==> src/rtl/logical_left_shift_core.sv <==
// Registered logical left shifter: barrel stages plus running overflow flag.
// Ports: clk, rst_n, in_valid, A, B -> out, overflow, out_valid. LLS_PIPE2_EN adds a mid-pipe stage.
module logical_left_shift_core #(
  parameter int WIDTH = 16
) (
  input  logic             clk,
  input  logic             rst_n,
  input  logic             in_valid,
  input  logic [WIDTH-1:0] A,
  input  logic [WIDTH-1:0] B,
  output logic [WIDTH-1:0] out,
  output logic             overflow,
  output logic             out_valid
);

  localparam int LG = $clog2(WIDTH);
  localparam int LO = LG / 2;
  localparam int HW = WIDTH - LO;
  localparam logic [WIDTH-1:0] ONES = '1;

  logic [WIDTH-1:0] lo_res;
  logic             lo_ovf;

  always_comb begin
    lo_res = A;
    lo_ovf = 1'b0;
    for (int k = 0; k < LO; k++) begin
      if (B[k]) begin
        lo_ovf = lo_ovf | (|(lo_res & ~(ONES >> (1 << k))));
        lo_res = lo_res << (1 << k);
      end
    end
  end

  logic [WIDTH-1:0] s_res;
  logic             s_ovf;
  logic [HW-1:0]    s_b;
  logic             s_vld;

`ifdef LLS_PIPE2_EN
  logic [WIDTH-1:0] p_res_q, p_res_d;
  logic             p_ovf_q, p_ovf_d;
  logic [HW-1:0]    p_b_q, p_b_d;
  logic             p_vld_q, p_vld_d;

  always_comb begin
    p_res_d = lo_res;
    p_ovf_d = lo_ovf;
    p_b_d   = B[WIDTH-1:LO];
    p_vld_d = in_valid;
  end

  always_ff @(posedge clk or negedge rst_n) begin
    if (!rst_n) begin
      p_res_q <= '0;
      p_ovf_q <= 1'b0;
      p_b_q   <= '0;
      p_vld_q <= 1'b0;
    end else begin
      p_res_q <= p_res_d;
      p_ovf_q <= p_ovf_d;
      p_b_q   <= p_b_d;
      p_vld_q <= p_vld_d;
    end
  end

  assign s_res = p_res_q;
  assign s_ovf = p_ovf_q;
  assign s_b   = p_b_q;
  assign s_vld = p_vld_q;
`else
  assign s_res = lo_res;
  assign s_ovf = lo_ovf;
  assign s_b   = B[WIDTH-1:LO];
  assign s_vld = in_valid;
`endif

  logic [WIDTH-1:0] hi_res;
  logic             hi_ovf;
  logic             oor;

  // Out of range: everything moves out, so overflow is just "any 1 left",
  // which equals the discarded bits so far OR the surviving partial.
  always_comb begin
    hi_res = s_res;
    hi_ovf = s_ovf;
    for (int k = LO; k < LG; k++) begin
      if (s_b[k-LO]) begin
        hi_ovf = hi_ovf | (|(hi_res & ~(ONES >> (1 << k))));
        hi_res = hi_res << (1 << k);
      end
    end
    oor = |s_b[HW-1:LG-LO];
    if (oor) begin
      hi_ovf = s_ovf | (|s_res);
      hi_res = '0;
    end
  end

  logic [WIDTH-1:0] out_q, out_d;
  logic             ovf_q, ovf_d;
  logic             vld_q, vld_d;

  always_comb begin
    out_d = out_q;
    ovf_d = ovf_q;
    vld_d = s_vld;
    if (s_vld) begin
      out_d = hi_res;
      ovf_d = hi_ovf;
    end
  end

  always_ff @(posedge clk or negedge rst_n) begin
    if (!rst_n) begin
      out_q <= '0;
      ovf_q <= 1'b0;
      vld_q <= 1'b0;
    end else begin
      out_q <= out_d;
      ovf_q <= ovf_d;
      vld_q <= vld_d;
    end
  end

  assign out       = out_q;
  assign overflow  = ovf_q;
  assign out_valid = vld_q;

endmodule

==> config.mk <==
export PLATFORM = sky130hd
export DESIGN_NAME = logical_left_shift_core
export DESIGN_NICKNAME = d
export VERILOG_FILES = /design/src/rtl/logical_left_shift_core.sv
export SDC_FILE = /design/constraint.sdc
export NUM_CORES = 1
export LEC_CHECK = 0
export CORE_MARGIN = 2
export CORE_UTILIZATION = 42
export CTS_CLUSTER_DIAMETER = 120
export DETAILED_ROUTE_END_ITERATION = 8
export PLACE_DENSITY_LB_ADDON = 0.2
export SLEW_MARGIN = 20
export SYNTH_ARGS = -nofsm -noshare
export SYNTH_HDL_FRONTEND = slang
export SYNTH_SLANG_ARGS = --single-unit
==> constraint.sdc <==
create_clock -name clk -period 0.8 [get_ports clk]
set_input_delay 0.08 -clock clk [delete_from_list [all_inputs] [get_ports clk]]
set_output_delay 0.08 -clock clk [all_outputs]
set_load 0.1 [all_outputs]
* Word-level counts from Yosys, hierarchy flattened
Index checks and enable logic that the tools add are counted.
** Word-level totals
- Input port bits :: 35
- Flip-flop bits (word level) :: 18
- Logic and storage cells :: 22
- Output and inout port bits :: 18
** Operators by class
- Reductions and logical operators :: 5
- Muxes and demuxes :: 10
- Bitwise operators :: 4
** Operator list (number)
- $mux 16 :: 5
- $reduce_or 16->1 :: 1
- $reduce_or 12->1 :: 1
- $reduce_or 8->1 :: 1
- $mux 1 :: 5
- $or 1x1->1 :: 4
- $reduce_or 4->1 :: 1
- $reduce_or 2->1 :: 1

* Longest topological paths before layout
Gate-level depths: netlist of run 1.
- Word-level depth :: 9
- Depth in mapped cells :: 8
- Mapped depth without buffers :: 5

* Worst setup path after synthesis of run 1
Ideal clock, no wire load.
- Path type :: input-to-reg
- Start point :: input B[1]
- End point :: register ovf_q (netlist: overflow)
- Arrival :: 1.472 ns
- Cell stages on the path :: 7
- Required time :: 0.669 ns
- Path slack :: -0.803 ns
- Buffers on the path :: 2
- Library setup time :: 0.131 ns
- Cells stage by stage :: buf_6 buf_8 mux4_2 mux2i_1 nand2_1 a2111oi_2 nor3_1
** Between the ends
- Cells in the longest elaborated chain, start to end :: 7
- Elaborated cells between the ends (all ways) :: 12
- Classes of those cells :: mux (6); bitwise (3); reduce/logical (3)
** RTL lines
- start, declared :: line 10 : input logic [WIDTH-1:0] B,
- $mux 16 :: line 28 : if (B[k]) begin
- $reduce_or 4->1 :: line 89 : hi_ovf = hi_ovf | (|(hi_res & ~(ONES >> (1 << k))));
- $or 1x1->1 :: line 89
- $mux 1 :: line 88 : if (s_b[k-LO]) begin
- $or 1x1->1 :: line 89
- $mux 1 :: line 88
- $mux 1 * :: line 94 : if (oor) begin
- end signal, assigned :: line 121 : ovf_q <= ovf_d;
- end, declared :: line 101 : logic ovf_q, ovf_d;
Every way passes the cells marked *; elsewhere a longest branch is shown, timed or not.
A chain may end at the register's enable or synchronous reset.

* Worst setup path after layout of run 1
Same ends and word-level chain as after synthesis.

==> flow_summary.json, run 1 <==
{
  "cts_tree": "built",
  "netlist_instances": 169,
  "routed_wl_mm": 10.0,
  "finalPower_mw": 3.24,
  "synth-edff-count": 0,
  "clock.fmax_mhz": 574,
  "p_int_mw": 2.07,
  "overflow": 0,
  "reg2regPathDepth": 3,
  "r2r_start": "overflow$_DFFE_PN0P_",
  "finalSetupViolations": 35,
  "maxSlewViolCount": 0,
  "syn_area_per_cell_sq_um": 9.48,
  "power_density_nw_per_um2": 935,
  "drc": 0,
  "stdcell_area_sq_um": 3470,
  "dieArea_sq_um": 4330,
  "relSlewSlack": 0.608,
  "rsz0062_at_grt": "true",
  "num_io_pins": 53,
  "critical_path.cell_chain": "buf_12 -> buf_16 -> buf_4 -> nor4_1 -> a21oi_1 -> nor4_1 -> a41o_1 -> nor3_2",
  "crit_path_start_kind": "primary input",
  "synth_ff_type": "dfrtp_1",
  "htree_levels": 1,
  "synth_top_family_by_area": "multiplexers",
  "drtPass1Iterations": 6,
  "clkTransAtPathRegs_ns": 0.08,
  "min_period_over_period": 2.18,
  "synth_fa_ha_area_frac": 0,
  "clk_latency_ns": 0.27,
  "peakVddDrop_v": 0.000630,
  "grt_pass1_wl_mm": 12.6,
  "hold_class": "in2async",
  "synth_xor_area_frac": 0,
  "io_buffers": 52,
  "ant_nets": 0,
  "final_nets": 330,
  "max_cap_violations": 0,
  "power.leakage_nw": 1.46,
  "place_hpwl_mm": 4.64,
  "synth_compound_area_frac": 0.223,
  "async_flop_share": 1.00,
  "outcome": "complete, but fails checks",
  "end_kind": "flop",
  "n_antenna_cell": 0,
  "synth_mux_area_frac": 0.251,
  "path_common_cell": "nor4_1",
  "p_sw_mw": 1.17,
  "power_frac_comb": 0.469,
  "routabilityCongestion": 0.897,
  "violations": "setup timing",
  "track_usage": 0.403,
  "first_iter_violations": 293,
  "finalWorstSetupSlack_ns": -0.941,
  "critical_path_required_ns": 0.95,
  "grt_start_max_net_pins": 22,
  "power_frac_clock": 0.249,
  "area.sequential_sq_um": 472,
  "final-hold-violation-count": 0,
  "antenna_found_initial": 0,
  "syn_area_sq_um": 1600,
  "yosysWarnings": 0,
  "nFillCells": 89,
  "cts_buffers": 3,
  "pre_cts_ws_ns": -1.44,
  "synthSimpleGateAreaFrac": 0.186,
  "hold_slack_ns": 0.170,
  "drive_gt1_frac": 0.690,
  "ys_ff_latch": 18,
  "ff2ff_setup_slack_ns": -0.22,
  "coreArea_sq_um": 3660,
  "root_buffer": "clkbuf_8",
  "p_sw_frac": 0.360,
  "clkSinkCount": 18,
  "dpl_cell_area_sq_um": 2860,
  "start_util": 0.438,
  "wl_per_cell_um": 29.3,
  "period_minus_slack_ns": 1.74,
  "die_h_um": 65.8,
  "p_seq_frac": 0.282,
  "vias": 2351,
  "clk_path_buf_depth": 2,
  "worst_pin_slew_ns": 0.587,
  "via_per_inst": 6.87,
  "synth_nets": 204,
  "path_max_fanout": 14,
  "crit_arrival_ns": 1.89,
  "row_count": 22,
  "path_class": "in2reg",
  "yosysSeqAreaShare": 0.281,
  "ys_types": 46,
  "multi_input_area_sq_um": 1460,
  "fp.dieW_um": 65.8,
  "area_growth_pct": 116,
  "grt_pass1_vias": 2222,
  "r2r_end": "overflow$_DFFE_PN0P_",
  "fin_skew_ns": 0,
  "critPathSlowestCell": "nor4_1",
  "cp_slowest_stage_delay_ns": 0.52
}
## cell usage after synthesis, types with 3 or more instances
master | instances | share of area
a211o_1 | 3 | 0.016
a211oi_1 | 6 | 0.028
a21oi_1 | 6 | 0.019
a221o_1 | 4 | 0.025
a22o_1 | 3 | 0.016
and2_1 | 4 | 0.016
buf_2 | 4 | 0.012
clkbuf_1 | 5 | 0.012
dfrtp_1 | 18 | 0.28
inv_1 | 6 | 0.014
mux2_2 | 5 | 0.035
mux2i_1 | 21 | 0.13
mux4_2 | 6 | 0.084
nand2_1 | 9 | 0.021
nand2b_1 | 3 | 0.012
nand3b_1 | 3 | 0.014
nor2_1 | 11 | 0.026
nor3_1 | 4 | 0.012
nor3b_1 | 3 | 0.014
nor4_1 | 5 | 0.020
o21ai_0 | 6 | 0.019
o2bb2ai_1 | 4 | 0.022
## logic make-up (layout without fill, tap and decap cells)
group / Yosys count / in the layout
flops: 18 / 18
compound gates: 46 / 46
simple gates: 54 / 54
buf+inv: 19 / 144
mux: 32 / 32
## worst max path at each step
stage / end / depth (start not counted) / startpoint / slack [ns]
global placement: overflow$_DFFE_PN0P_ / 8 / B[1] / -1.41
CTS: overflow$_DFFE_PN0P_ / 7 / B[1] / -0.78
detailed placement: overflow$_DFFE_PN0P_ / 7 / B[1] / -1.44
global route: out[14]$_DFFE_PN0P_ / 8 / B[1] / -0.95
floorplan: overflow$_DFFE_PN0P_ / 7 / B[1] / -0.78
finish: overflow$_DFFE_PN0P_ / 8 / B[1] / -0.94
## worst max-delay path, delay by kind of cell
kind,cells,cell delay [ns]
buffers and inverters,3,0.43
AND/OR/NAND/NOR,3,0.98
AO/OA/AOI/OAI,2,0.40
## final cells by class
cell class	instances	share of cell area
inverters	7	0.00758
well taps	48	0.0173
clock buffers	4	0.0159
multi-input cells	132	0.421
flip-flops and latches	18	0.136
repair buffers	133	0.402
## power by group through the flow
stage	registers, mW	clock network, mW	logic [mW]
finish	0.914	0.806	1.52
global route	0.914	0.842	1.55
CTS	0.914	0.793	1.23
detailed placement	0.932	0	1.04
global placement	0.932	0	1.01
floorplan	0.951	0	0.446
## placed cells by master (no fill, tap or decap), types with 6 or more instances in the layout
master / n
buf_2: 8
nor2_1: 9
nand2_1: 8
mux2i_4: 12
mux2i_1: 7
buf_12: 22
buf_4: 63
dlygate4sd2_1: 8
dfrtp_2: 17
buf_6: 17
mux4_2: 6
## routing by layer
metal	track usage	part of all wire	up-vias
met5	0	0	-
met4	0.208	0.091	0
met3	0.0664	0.10	89
met2	0.699	0.46	224
met1	0.474	0.34	1127
li1	-	-	911
## stage by stage
stage	instances	setup TNS [ns]	utilization
detailed placement	314	-20.72	0.782
CTS	336	-11.16	0.904
global placement	314	-20.07	0.782
finish	342	-13.51	0.947
global route	342	-14.05	0.947
floorplan	169	-9.05	-
## timing repair
action,4_1_cts,5_1_grt
setup buffers,18,8
setup endpoints to repair,35,35
hold buffers,0,0
pin swaps,18,17
cloned,2,0
gates resized for setup,143,36
## flip-flops by register name (all words and copies together), names as in the netlist
name	flops
out	16
out_valid	1
overflow	1
Note: power is estimated with default switching activity, not from simulation.
==> inputs of run 2 (changes only) <==
GPL_TIMING_DRIVEN = 0   (was not set)
==> flow_summary.json, run 2 (synthesis results as in run 1) <==
{
  "antenna_found_initial": 0,
  "crit_path_start_kind": "primary input",
  "clk_path_buf_depth": 2,
  "routabilityCongestion": 0.898,
  "path_max_fanout": 6,
  "critical_path_required_ns": 0.94,
  "clkSinkCount": 18,
  "routed_wl_mm": 7.06,
  "clk_latency_ns": 0.26,
  "max_cap_violations": 0,
  "drtPass1Iterations": 8,
  "nFillCells": 183,
  "area.sequential_sq_um": 472,
  "dieArea_sq_um": 4330,
  "coreArea_sq_um": 3660,
  "final_nets": 293,
  "row_count": 22,
  "crit_start": "B[1]",
  "path_class": "in2reg",
  "drc": 0,
  "largest_register_ffs": 16,
  "hold_slack_ns": 0.00105,
  "rsz0062_at_grt": "true",
  "fin_skew_ns": 0,
  "overflow": 0,
  "n_antenna_cell": 0,
  "power_density_nw_per_um2": 927,
  "finalSetupViolations": 35,
  "grt_pass1_vias": 1863,
  "final-hold-violation-count": 0,
  "cts_buffers": 3,
  "via_per_inst": 6.47,
  "peakVddDrop_v": 0.000629,
  "grt_pass1_wl_mm": 9.38,
  "track_usage": 0.287,
  "power.leakage_nw": 1.27,
  "final_common_cell": "buf_6",
  "ctsHoldBuffers": 0,
  "die_h_um": 65.8,
  "crit_arrival_ns": 1.63,
  "finalPower_mw": 2.89,
  "grt_start_max_net_pins": 19,
  "cts_tree": "built",
  "relSlewSlack": 0.479,
  "drive_gt1_frac": 0.654,
  "end_kind": "flop",
  "pre_cts_ws_ns": -1.57,
  "hold_class": "in2async",
  "root_buffer": "clkbuf_8",
  "maxSlewViolCount": 0,
  "vias": 1973,
  "area_growth_pct": 94.1,
  "ant_nets": 0,
  "num_io_pins": 53,
  "first_iter_violations": 189,
  "io_buffers": 50,
  "min_period_over_period": 1.87,
  "place_hpwl_mm": 3.91,
  "worst_pin_slew_ns": 0.782,
  "clock.fmax_mhz": 669,
  "period_minus_slack_ns": 1.49,
  "start_util": 0.438,
  "final_cell_mix": "buf_6 (26), buf_4 (22), buf_12 (18)",
  "fp.dieW_um": 65.8,
  "wl_per_cell_um": 23.1,
  "r2r_start": "out[1]$_DFFE_PN0P_",
  "violations": "setup timing",
  "clkTransAtPathRegs_ns": 0.08,
  "multi_input_area_sq_um": 1410,
  "finalWorstSetupSlack_ns": -0.694,
  "outcome": "complete, but fails checks",
  "htree_levels": 1
}
[run 2: cell count changes in the layout (fill, tap and decap cells not counted), sizes merged]
cell and delta:
buf -32, clkbuf +4, clkdlybuf4s15 -1, clkdlybuf4s50 -1, clkinvlp +1, dlygate4sd2 -7
inv -1
[run 2: report_power, final]
group	internal, mW	switching (mW)	leakage (nW)	total, mW
sequential	0.912	0.00167	0.216	0.913
clock	0.439	0.356	0.0288	0.795
combinational	0.558	0.619	1.03	1.18
total	1.91	0.977	1.27	2.89
[run 2: critical path, cell delays in order]
cell      delay [ns]
buf_12          0.09
buf_12          0.11
mux2_2          0.37
mux2i_1         0.31
nor2_1          0.08
a211oi_1        0.46
o32ai_4         0.13
[run 2: what timing repair did]
item / 4_1_cts / 5_1_grt
resized for setup: 318 / 44
cloned: 2 / 0
buffers inserted: 24 / 9
pin swaps: 22 / 18
endpoints found under the setup margin: 53 / 35
[run 2: per-layer routing]
metal / vias up / share of wire / GRT usage
met1: 956 / 0.37 / 0.339
li1: 845 / - / -
met4: 0 / 0.038 / 0.104
met5: - / 0 / 0
met3: 28 / 0.083 / 0.0528
met2: 144 / 0.51 / 0.515
[run 2: cell type report]
cell class / count / share of cell area
inverter: 7 / 0.0101
sequential: 18 / 0.152
buffer: 12 / 0.0414
tap: 48 / 0.0193
timing repair buffer: 84 / 0.308
clock buffer: 4 / 0.0177
multi-input combinational: 132 / 0.452
[run 2: path summary, 6_finish.rpt]
kind | slack, ns | end | cells after the start
worst max-delay path | -0.69 | out[15]$_DFFE_PN0P_ | 7
worst min register to register | 0.51 | out[12]$_DFFE_PN0P_ | 1
worst min-delay path | 0.001 | out[0]$_DFFE_PN0P_ | 1
min in group clk | 0.07 | out_valid$_DFF_PN0_ | 1
max in group asynchronous | 0.26 | out[13]$_DFFE_PN0P_ | 1
worst max register to register | -0.14 | out[1]$_DFFE_PN0P_ | 2
[run 2: per-stage QoR]
stage / util / TNS, ns / cell area [sq um] / instances
after floorplan: - / -9.05 / 1740 / 169
after global placement: 0.629 / -38.74 / 2300 / 267
after detailed placement: 0.629 / -40.57 / 2300 / 267
after CTS: 0.779 / -10.08 / 2850 / 297
after global routing: 0.850 / -12.51 / 3110 / 305
final: 0.850 / -11.56 / 3110 / 305
